===== src/rtl/pipeline_pkg.sv =====
// Shared constants for the EX/MEM stage: access FSM state codes and WB/M control bit positions.
package pipeline_pkg;

  localparam logic [1:0] IDLE     = 2'd0;
  localparam logic [1:0] ACCESS   = 2'd1;
  localparam logic [1:0] COMPLETE = 2'd2;

  localparam int unsigned WB_MEMTOREG = 0;
  localparam int unsigned WB_REGWRITE = 1;
  localparam int unsigned M_READ      = 0;
  localparam int unsigned M_WRITE     = 1;

endpackage


===== src/rtl/mem_access_stage_if.sv =====
// Data-memory req/ack port; the stage is the master, the memory is the slave.
interface mem_access_stage_if #(
  parameter int unsigned DATA_W = 32
);
  logic              dmem_req;
  logic              dmem_we;
  logic [DATA_W-1:0] dmem_addr;
  logic [DATA_W-1:0] dmem_wdata;
  logic              dmem_ack;
  logic [DATA_W-1:0] dmem_rdata;

  modport master (
    output dmem_req, dmem_we, dmem_addr, dmem_wdata,
    input  dmem_ack, dmem_rdata
  );

  modport slave (
    input  dmem_req, dmem_we, dmem_addr, dmem_wdata,
    output dmem_ack, dmem_rdata
  );
endinterface


===== src/rtl/dmem_access_fsm.sv =====
// Load/store sequencer: IDLE -> ACCESS (req held until ack) -> COMPLETE, captures load data.
// With DMEM_TIMEOUT_EN defined, an access without ack is aborted after TIMEOUT_CYCLES cycles.
module dmem_access_fsm
  import pipeline_pkg::*;
#(
  parameter int unsigned DATA_W         = 32,
  parameter int unsigned TIMEOUT_CYCLES = 16
) (
  input  logic              clk,
  input  logic              rst,
  input  logic              is_mem,
  input  logic              is_load,
  input  logic              is_store,
  input  logic              dmem_ack,
  input  logic [DATA_W-1:0] dmem_rdata,
  output logic [1:0]        state,
  output logic              dmem_req,
  output logic              dmem_we,
  output logic [DATA_W-1:0] rdata,
  output logic              squash,
  output logic              err
);

  logic [1:0]        state_q, state_d;
  logic [DATA_W-1:0] rdata_q;
  logic              timeout_hit;

`ifdef DMEM_TIMEOUT_EN
  localparam int unsigned CntW = $clog2(TIMEOUT_CYCLES + 1);

  logic [CntW-1:0] cnt_q;
  logic            squash_q;
  logic            err_q;

  assign timeout_hit = (state_q == ACCESS) && !dmem_ack &&
                       (cnt_q == CntW'(TIMEOUT_CYCLES - 1));

  // Counter is zero on the first ACCESS cycle, so the abort lands after TIMEOUT_CYCLES req cycles.
  always_ff @(posedge clk or posedge rst) begin
    if (rst) begin
      cnt_q    <= '0;
      squash_q <= 1'b0;
      err_q    <= 1'b0;
    end else begin
      cnt_q <= (state_q == ACCESS) ? cnt_q + 1'b1 : '0;
      if (timeout_hit) begin
        squash_q <= 1'b1;
        err_q    <= 1'b1;
      end else if (state_q == COMPLETE) begin
        squash_q <= 1'b0;
      end
    end
  end

  assign squash = squash_q;
  assign err    = err_q;
`else
  assign timeout_hit = 1'b0;
  assign squash      = 1'b0;
  assign err         = 1'b0;
`endif

  always_comb begin
    state_d = state_q;
    case (state_q)
      IDLE:     if (is_mem) state_d = ACCESS;
      ACCESS:   if (dmem_ack || timeout_hit) state_d = COMPLETE;
      COMPLETE: state_d = IDLE;
      default:  state_d = IDLE;
    endcase
  end

  always_ff @(posedge clk or posedge rst) begin
    if (rst) begin
      state_q <= IDLE;
      rdata_q <= '0;
    end else begin
      state_q <= state_d;
      if ((state_q == ACCESS) && dmem_ack && is_load) rdata_q <= dmem_rdata;
    end
  end

  assign state    = state_q;
  assign dmem_req = (state_q == ACCESS);
  assign dmem_we  = is_store;
  assign rdata    = rdata_q;

endmodule


===== src/rtl/mem_access_stage.sv =====
// EX/MEM pipeline register plus data-memory access; stalls upstream while a load/store is in flight.
// Optional DMEM_TIMEOUT_EN aborts accesses that never see an ack and raises sticky err_o.
module mem_access_stage
  import pipeline_pkg::*;
#(
  parameter int unsigned DATA_W         = 32,
  parameter int unsigned REG_AW         = 5,
  parameter int unsigned TIMEOUT_CYCLES = 16
) (
  input  logic                clk,
  input  logic                rst,
  input  logic [1:0]          WB,
  input  logic [1:0]          M,
  input  logic                ex_valid,
  input  logic                flush,
  input  logic [DATA_W-1:0]   ALUresult,
  input  logic [DATA_W-1:0]   WriteData,
  input  logic [REG_AW-1:0]   DirWriteReg,
  mem_access_stage_if.master  dmem,
  output logic                stall_o,
  output logic [1:0]          O_WB,
  output logic [DATA_W-1:0]   O_ReadData,
  output logic [DATA_W-1:0]   O_ALUresult,
  output logic [REG_AW-1:0]   O_DirWriteReg,
  output logic                err_o
);

  logic              valid_q;
  logic [1:0]        wb_q, m_q;
  logic [DATA_W-1:0] alu_q, wdata_q;
  logic [REG_AW-1:0] dir_q;

  logic              is_mem, is_load, is_store, squash, out_valid;
  logic [1:0]        state;
  logic [DATA_W-1:0] rdata;

  always_ff @(posedge clk or posedge rst) begin
    if (rst) begin
      valid_q <= 1'b0;
      wb_q    <= '0;
      m_q     <= '0;
      alu_q   <= '0;
      wdata_q <= '0;
      dir_q   <= '0;
    end else if (!stall_o) begin
      if (flush || !ex_valid) begin
        valid_q <= 1'b0;
        wb_q    <= '0;
        m_q     <= '0;
        alu_q   <= '0;
        wdata_q <= '0;
        dir_q   <= '0;
      end else begin
        valid_q <= 1'b1;
        wb_q    <= WB;
        m_q     <= M;
        alu_q   <= ALUresult;
        wdata_q <= WriteData;
        dir_q   <= DirWriteReg;
      end
    end
  end

  // M=2'b11 counts as a store, so a load needs MemWrite clear.
  assign is_mem   = valid_q & (m_q[M_READ] | m_q[M_WRITE]);
  assign is_store = m_q[M_WRITE];
  assign is_load  = m_q[M_READ] & ~m_q[M_WRITE];
  assign stall_o  = is_mem & (state != COMPLETE);

  dmem_access_fsm #(
    .DATA_W         (DATA_W),
    .TIMEOUT_CYCLES (TIMEOUT_CYCLES)
  ) u_fsm (
    .clk        (clk),
    .rst        (rst),
    .is_mem     (is_mem),
    .is_load    (is_load),
    .is_store   (is_store),
    .dmem_ack   (dmem.dmem_ack),
    .dmem_rdata (dmem.dmem_rdata),
    .state      (state),
    .dmem_req   (dmem.dmem_req),
    .dmem_we    (dmem.dmem_we),
    .rdata      (rdata),
    .squash     (squash),
    .err        (err_o)
  );

  assign dmem.dmem_addr  = alu_q;
  assign dmem.dmem_wdata = wdata_q;

  // MEM/WB has no enable, so anything not yet complete is presented as a bubble.
  assign out_valid     = valid_q & (~is_mem | (state == COMPLETE)) & ~squash;
  assign O_WB          = out_valid ? wb_q : 2'b00;
  assign O_DirWriteReg = out_valid ? dir_q : '0;
  assign O_ReadData    = (out_valid & is_load) ? rdata : '0;
  assign O_ALUresult   = alu_q;

endmodule


===== src/flat_wrapper.sv =====
// flat-port wrapper written by rule: the top's interface ports become plain ports
module mem_access_stage_flat import pipeline_pkg::*;
#(
  parameter int unsigned DATA_W         = 32,
  parameter int unsigned REG_AW         = 5,
  parameter int unsigned TIMEOUT_CYCLES = 16
)
  (clk, rst, WB, M, ex_valid, flush, ALUresult, WriteData, DirWriteReg, stall_o, O_WB, O_ReadData, O_ALUresult, O_DirWriteReg, err_o, dmem_dmem_req, dmem_dmem_we, dmem_dmem_addr, dmem_dmem_wdata, dmem_dmem_ack, dmem_dmem_rdata);
  mem_access_stage_if #(.DATA_W(DATA_W)) dmem_i ();
  input  logic clk;
  input  logic rst;
  input  logic [1:0] WB;
  input  logic [1:0] M;
  input  logic ex_valid;
  input  logic flush;
  input  logic [DATA_W-1:0] ALUresult;
  input  logic [DATA_W-1:0] WriteData;
  input  logic [REG_AW-1:0] DirWriteReg;
  output logic stall_o;
  output logic [1:0] O_WB;
  output logic [DATA_W-1:0] O_ReadData;
  output logic [DATA_W-1:0] O_ALUresult;
  output logic [REG_AW-1:0] O_DirWriteReg;
  output logic err_o;
  output wire logic [$bits(dmem_i.dmem_req)-1:0] dmem_dmem_req;
  output wire logic [$bits(dmem_i.dmem_we)-1:0] dmem_dmem_we;
  output wire logic [$bits(dmem_i.dmem_addr)-1:0] dmem_dmem_addr;
  output wire logic [$bits(dmem_i.dmem_wdata)-1:0] dmem_dmem_wdata;
  input wire logic [$bits(dmem_i.dmem_ack)-1:0] dmem_dmem_ack;
  input wire logic [$bits(dmem_i.dmem_rdata)-1:0] dmem_dmem_rdata;
  assign dmem_dmem_req = dmem_i.dmem_req;
  assign dmem_dmem_we = dmem_i.dmem_we;
  assign dmem_dmem_addr = dmem_i.dmem_addr;
  assign dmem_dmem_wdata = dmem_i.dmem_wdata;
  assign dmem_i.dmem_ack = dmem_dmem_ack;
  assign dmem_i.dmem_rdata = dmem_dmem_rdata;
  mem_access_stage #(.DATA_W(DATA_W), .REG_AW(REG_AW), .TIMEOUT_CYCLES(TIMEOUT_CYCLES)) u_core (.clk(clk), .rst(rst), .WB(WB), .M(M), .ex_valid(ex_valid), .flush(flush), .ALUresult(ALUresult), .WriteData(WriteData), .DirWriteReg(DirWriteReg), .dmem(dmem_i), .stall_o(stall_o), .O_WB(O_WB), .O_ReadData(O_ReadData), .O_ALUresult(O_ALUresult), .O_DirWriteReg(O_DirWriteReg), .err_o(err_o));
endmodule

===== config.mk =====
export PLATFORM = sky130hd
export DESIGN_NAME = mem_access_stage_flat
export DESIGN_NICKNAME = d
export VERILOG_FILES = /design/src/rtl/pipeline_pkg.sv /design/src/rtl/mem_access_stage_if.sv /design/src/rtl/dmem_access_fsm.sv /design/src/rtl/mem_access_stage.sv /design/src/flat_wrapper.sv
export SDC_FILE = /design/constraint.sdc
export NUM_CORES = 1
export LEC_CHECK = 0
export BUFFER_PORTS_ARGS = -buffer_cell sky130_fd_sc_hd__buf_2
export CAP_MARGIN = 10
export CORE_MARGIN = 2
export CORE_UTILIZATION = 41
export CTS_CLUSTER_SIZE = 12
export DETAILED_ROUTE_END_ITERATION = 16
export PLACE_DENSITY_LB_ADDON = 0.3
export SLEW_MARGIN = 25
export SYNTH_ARGS = -nofsm -noshare
export SYNTH_HDL_FRONTEND = slang
export SYNTH_SLANG_ARGS = --single-unit

===== constraint.sdc =====
create_clock -name clk -period 3.4 [get_ports clk]
set_clock_uncertainty 0.2 [all_clocks]
set_input_delay 0.68 -clock clk [delete_from_list [all_inputs] [get_ports clk]]
set_output_delay 0.68 -clock clk [all_outputs]
set_load 0.01 [all_outputs]

==> results_dict.tcl <==
set metrics [dict create \
    status "complete, no violations" \
    hold-worst-slack_ns 0.193 \
    cp_slowest_cell "a21boi_1" \
    syn2layout_area_growth_pct 27.8 \
    fin_cells 834 \
    clk_latency_ns 0.33 \
    antenna_found_initial 0 \
    antennaDiodeCount 0 \
    ant_nets 0 \
    critPathKind "register to output pin" \
    ys_seq_elements 108 \
    drv_slew 0 \
    critPathMaxStageDelay_ns 0.54 \
    p_int_mw 2.23 \
    synth.distinct_cells 25 \
    clockBufferDepth 2 \
    switching_power_mw 0.833 \
    pre_cts_slack_ns 0.603 \
    clkSinkCount 108 \
    finalCritPeriodShare_pct 90.9 \
    cts_resized 0 \
    power.density_mw_per_mm2 484 \
    finalSetupTns_ns 0 \
    yosysSeqAreaShare_pct 54.5 \
    synth_area_leaders "dfrtp_1 55%, nand4_1 9.0%, o21ai_0 7.4%" \
    grt_pass1_vias 4177 \
    maxCapViolations 0 \
    drive_gt1_share_pct 41.2 \
    yosysTopAreaCell "dfrtp_1" \
    cp.required_ns 2.52 \
    crit_chain "or2_2, buf_4, a21boi_1, and2_1, buf_2" \
    drc 0 \
    dr_total_vias 4311 \
    leakage_nw 3.41 \
    fp.coreArea_mm2 0.0119 \
    comb_power_share_pct 16.0 \
    drtPass1Iterations 4 \
    sw_frac_of_total_pct 27.2 \
    fin_area_mm2 0.00633 \
    worstSetupEndpointType "output pin" \
    setup_ws_ns 0.308 \
    drt-initial-drc-count 162 \
    grt_pass1_wl_um 20600 \
    cp-start-kind "register" \
    tightest_slew_ns 0.786 \
    synth_edf_count 0 \
    grt_overflow 0 \
    clkPwrFrac_pct 33.6 \
    cts_tree "yes" \
    async_reset_ff_share_pct 100 \
    hpwlAfterDp_um 8630 \
    start_util_pct 41.6 \
    ir_drop_uv 249 \
    synthCells 493 \
    placed_cells 819 \
    gp_congestion 0.729 \
    worstPathMaxFanout 47 \
    via_per_inst 5.17 \
    wl_um 12800 \
    setup_viol 0 \
    synth_flop_cell "dfrtp_1" \
    syn-num-nets 603 \
    synth.avg_cell_area_um2 10.1 \
    clk_pin_slew_worst_paths_ns 0.07 \
    numCtsBuffers 9 \
    wl_met2_um 6120 \
    synth_top_cell_area_share_pct 54.5 \
    cp.arrival_ns 2.21 \
    cts_hold_buf 0 \
    rsz0062_at_grt "false" \
    min_path_type "input pin to asynchronous set/reset pin" \
    num_io_pins 249 \
    clockRootBuffer "clkbuf_16" \
    met1_length_um 5560 \
    highest_layer "met4" \
    die_area_mm2 0.0130 \
    wl_met3_um 905 \
    grt_start_max_net_pins 75 \
    p_seq_share_pct 50.4 \
    die_h_um 114 \
    core.rowCount 40 \
    die_w_um 114 \
    slew_headroom_pct 47.6 \
    nets 793 \
    port_buffers 247 \
    wire_per_inst_um 15.3 \
    max_clock_freq_mhz 323 \
    grt.total_usage_pct 19.6 \
    finalHoldViolCount 0 \
    syn-cell-area_mm2 0.00495 \
    period_minus_slack_ns 3.09 \
    htreeDepth 3 \
    cts_setup_buffers 0 \
    place_area_mm2 0.00604 \
    yosysWarnings 0 \
]
-- per-stage QoR --
stage                     utilization, %  total power, mW
after floorplan                        -             1.87
after global placement              50.7             2.05
after detailed placement            50.7             2.07
after CTS                           53.2             3.11
after global routing                53.2             3.23
final                               53.2             3.07
-- cell usage after synthesis (3+ instances only) --
cell and number:
buf_1 4, clkbuf_1 35, and2_1 39, nand2_1 73, buf_2 5, dfrtp_1 108
nand4_1 71, buf_4 33, o21ai_0 73, buf_6 3, mux2_1 30
-- power by group through the flow --
stage | clock network (mW) | registers [mW] | logic [mW]
finish | 1.03 | 1.55 | 0.491
CTS | 1.07 | 1.55 | 0.501
floorplan | 0 | 1.57 | 0.299
global placement | 0 | 1.56 | 0.489
detailed placement | 0 | 1.57 | 0.501
global route | 1.11 | 1.57 | 0.550
-- flip-flops by register name, summed over array words and instances, names as in the netlist --
name,count
u_core.dir_q,5
u_core.m_q,2
u_core.u_fsm.state,2
u_core.wb_q,2
u_core.dmem.dmem_wdata,32
u_core.valid_q,1
u_core.O_ALUresult,32
u_core.u_fsm.rdata,32
-- worst paths after layout --
check / from / end / slack (ns) / cells after the start
worst min register to register: u_core.u_fsm.rdata[4] / u_core.u_fsm.rdata[4] / 0.28 / 1
max in group asynchronous: rst / u_core.dir_q[3] / 2.10 / 3
worst max register to register: u_core.u_fsm.state[0] / u_core.dmem.dmem_wdata[14] / 1.12 / 5
worst max-delay path: u_core.m_q[1] / O_WB[0] / 0.31 / 5
worst min-delay path: rst / u_core.u_fsm.rdata[7] / 0.19 / 2
min in group clk: u_core.u_fsm.rdata[4] / u_core.u_fsm.rdata[4] / 0.28 / 1
-- cells in the final DEF (no fill, tap or decap), drive strengths merged, types with 3 or more instances in the layout --
cell type,netlist,final
and2,39,39
buf,45,259
clkbuf,35,9
clkinv,0,3
dfrtp,108,108
mux2,32,32
nand2,73,73
nand4,71,71
o21ai,73,73
-- layout make-up --
cell class                 count  area (um2)
clock inverter                 6        65.1
sequential                   108        2700
tap                          147         184
inverter                       1        7.51
multi-input combinational    304        1810
clock buffer                   9         225
fill                        1118        5580
timing repair buffer         259        1340
-- cells by family after synthesis --
group | synth area share (%)
DFF | 54.5
muxes | 7.27
and+or+nand+nor | 21.3
other | 0.0757
buffers and inverters | 9.22
AOI/OAI and AO/OA | 7.63
-- worst max-delay path, delay by kind of cell, from the launching register on --
family                 cells  cell delay [ns]
AOI/OAI and AO/OA          1             0.54
and+or+nand+nor            2             0.52
buffers and inverters      2             0.41
DFF                        1             0.41
-- routing by layer --
layer | global-route usage [%] | vias up
met5 | 0 | -
met4 | 6.91 | 0
met3 | 4.09 | 16
met2 | 31.9 | 172
met1 | 26.3 | 2068
li1 | - | 2055
No activity file was read; power rests on OpenSTA's default activity.
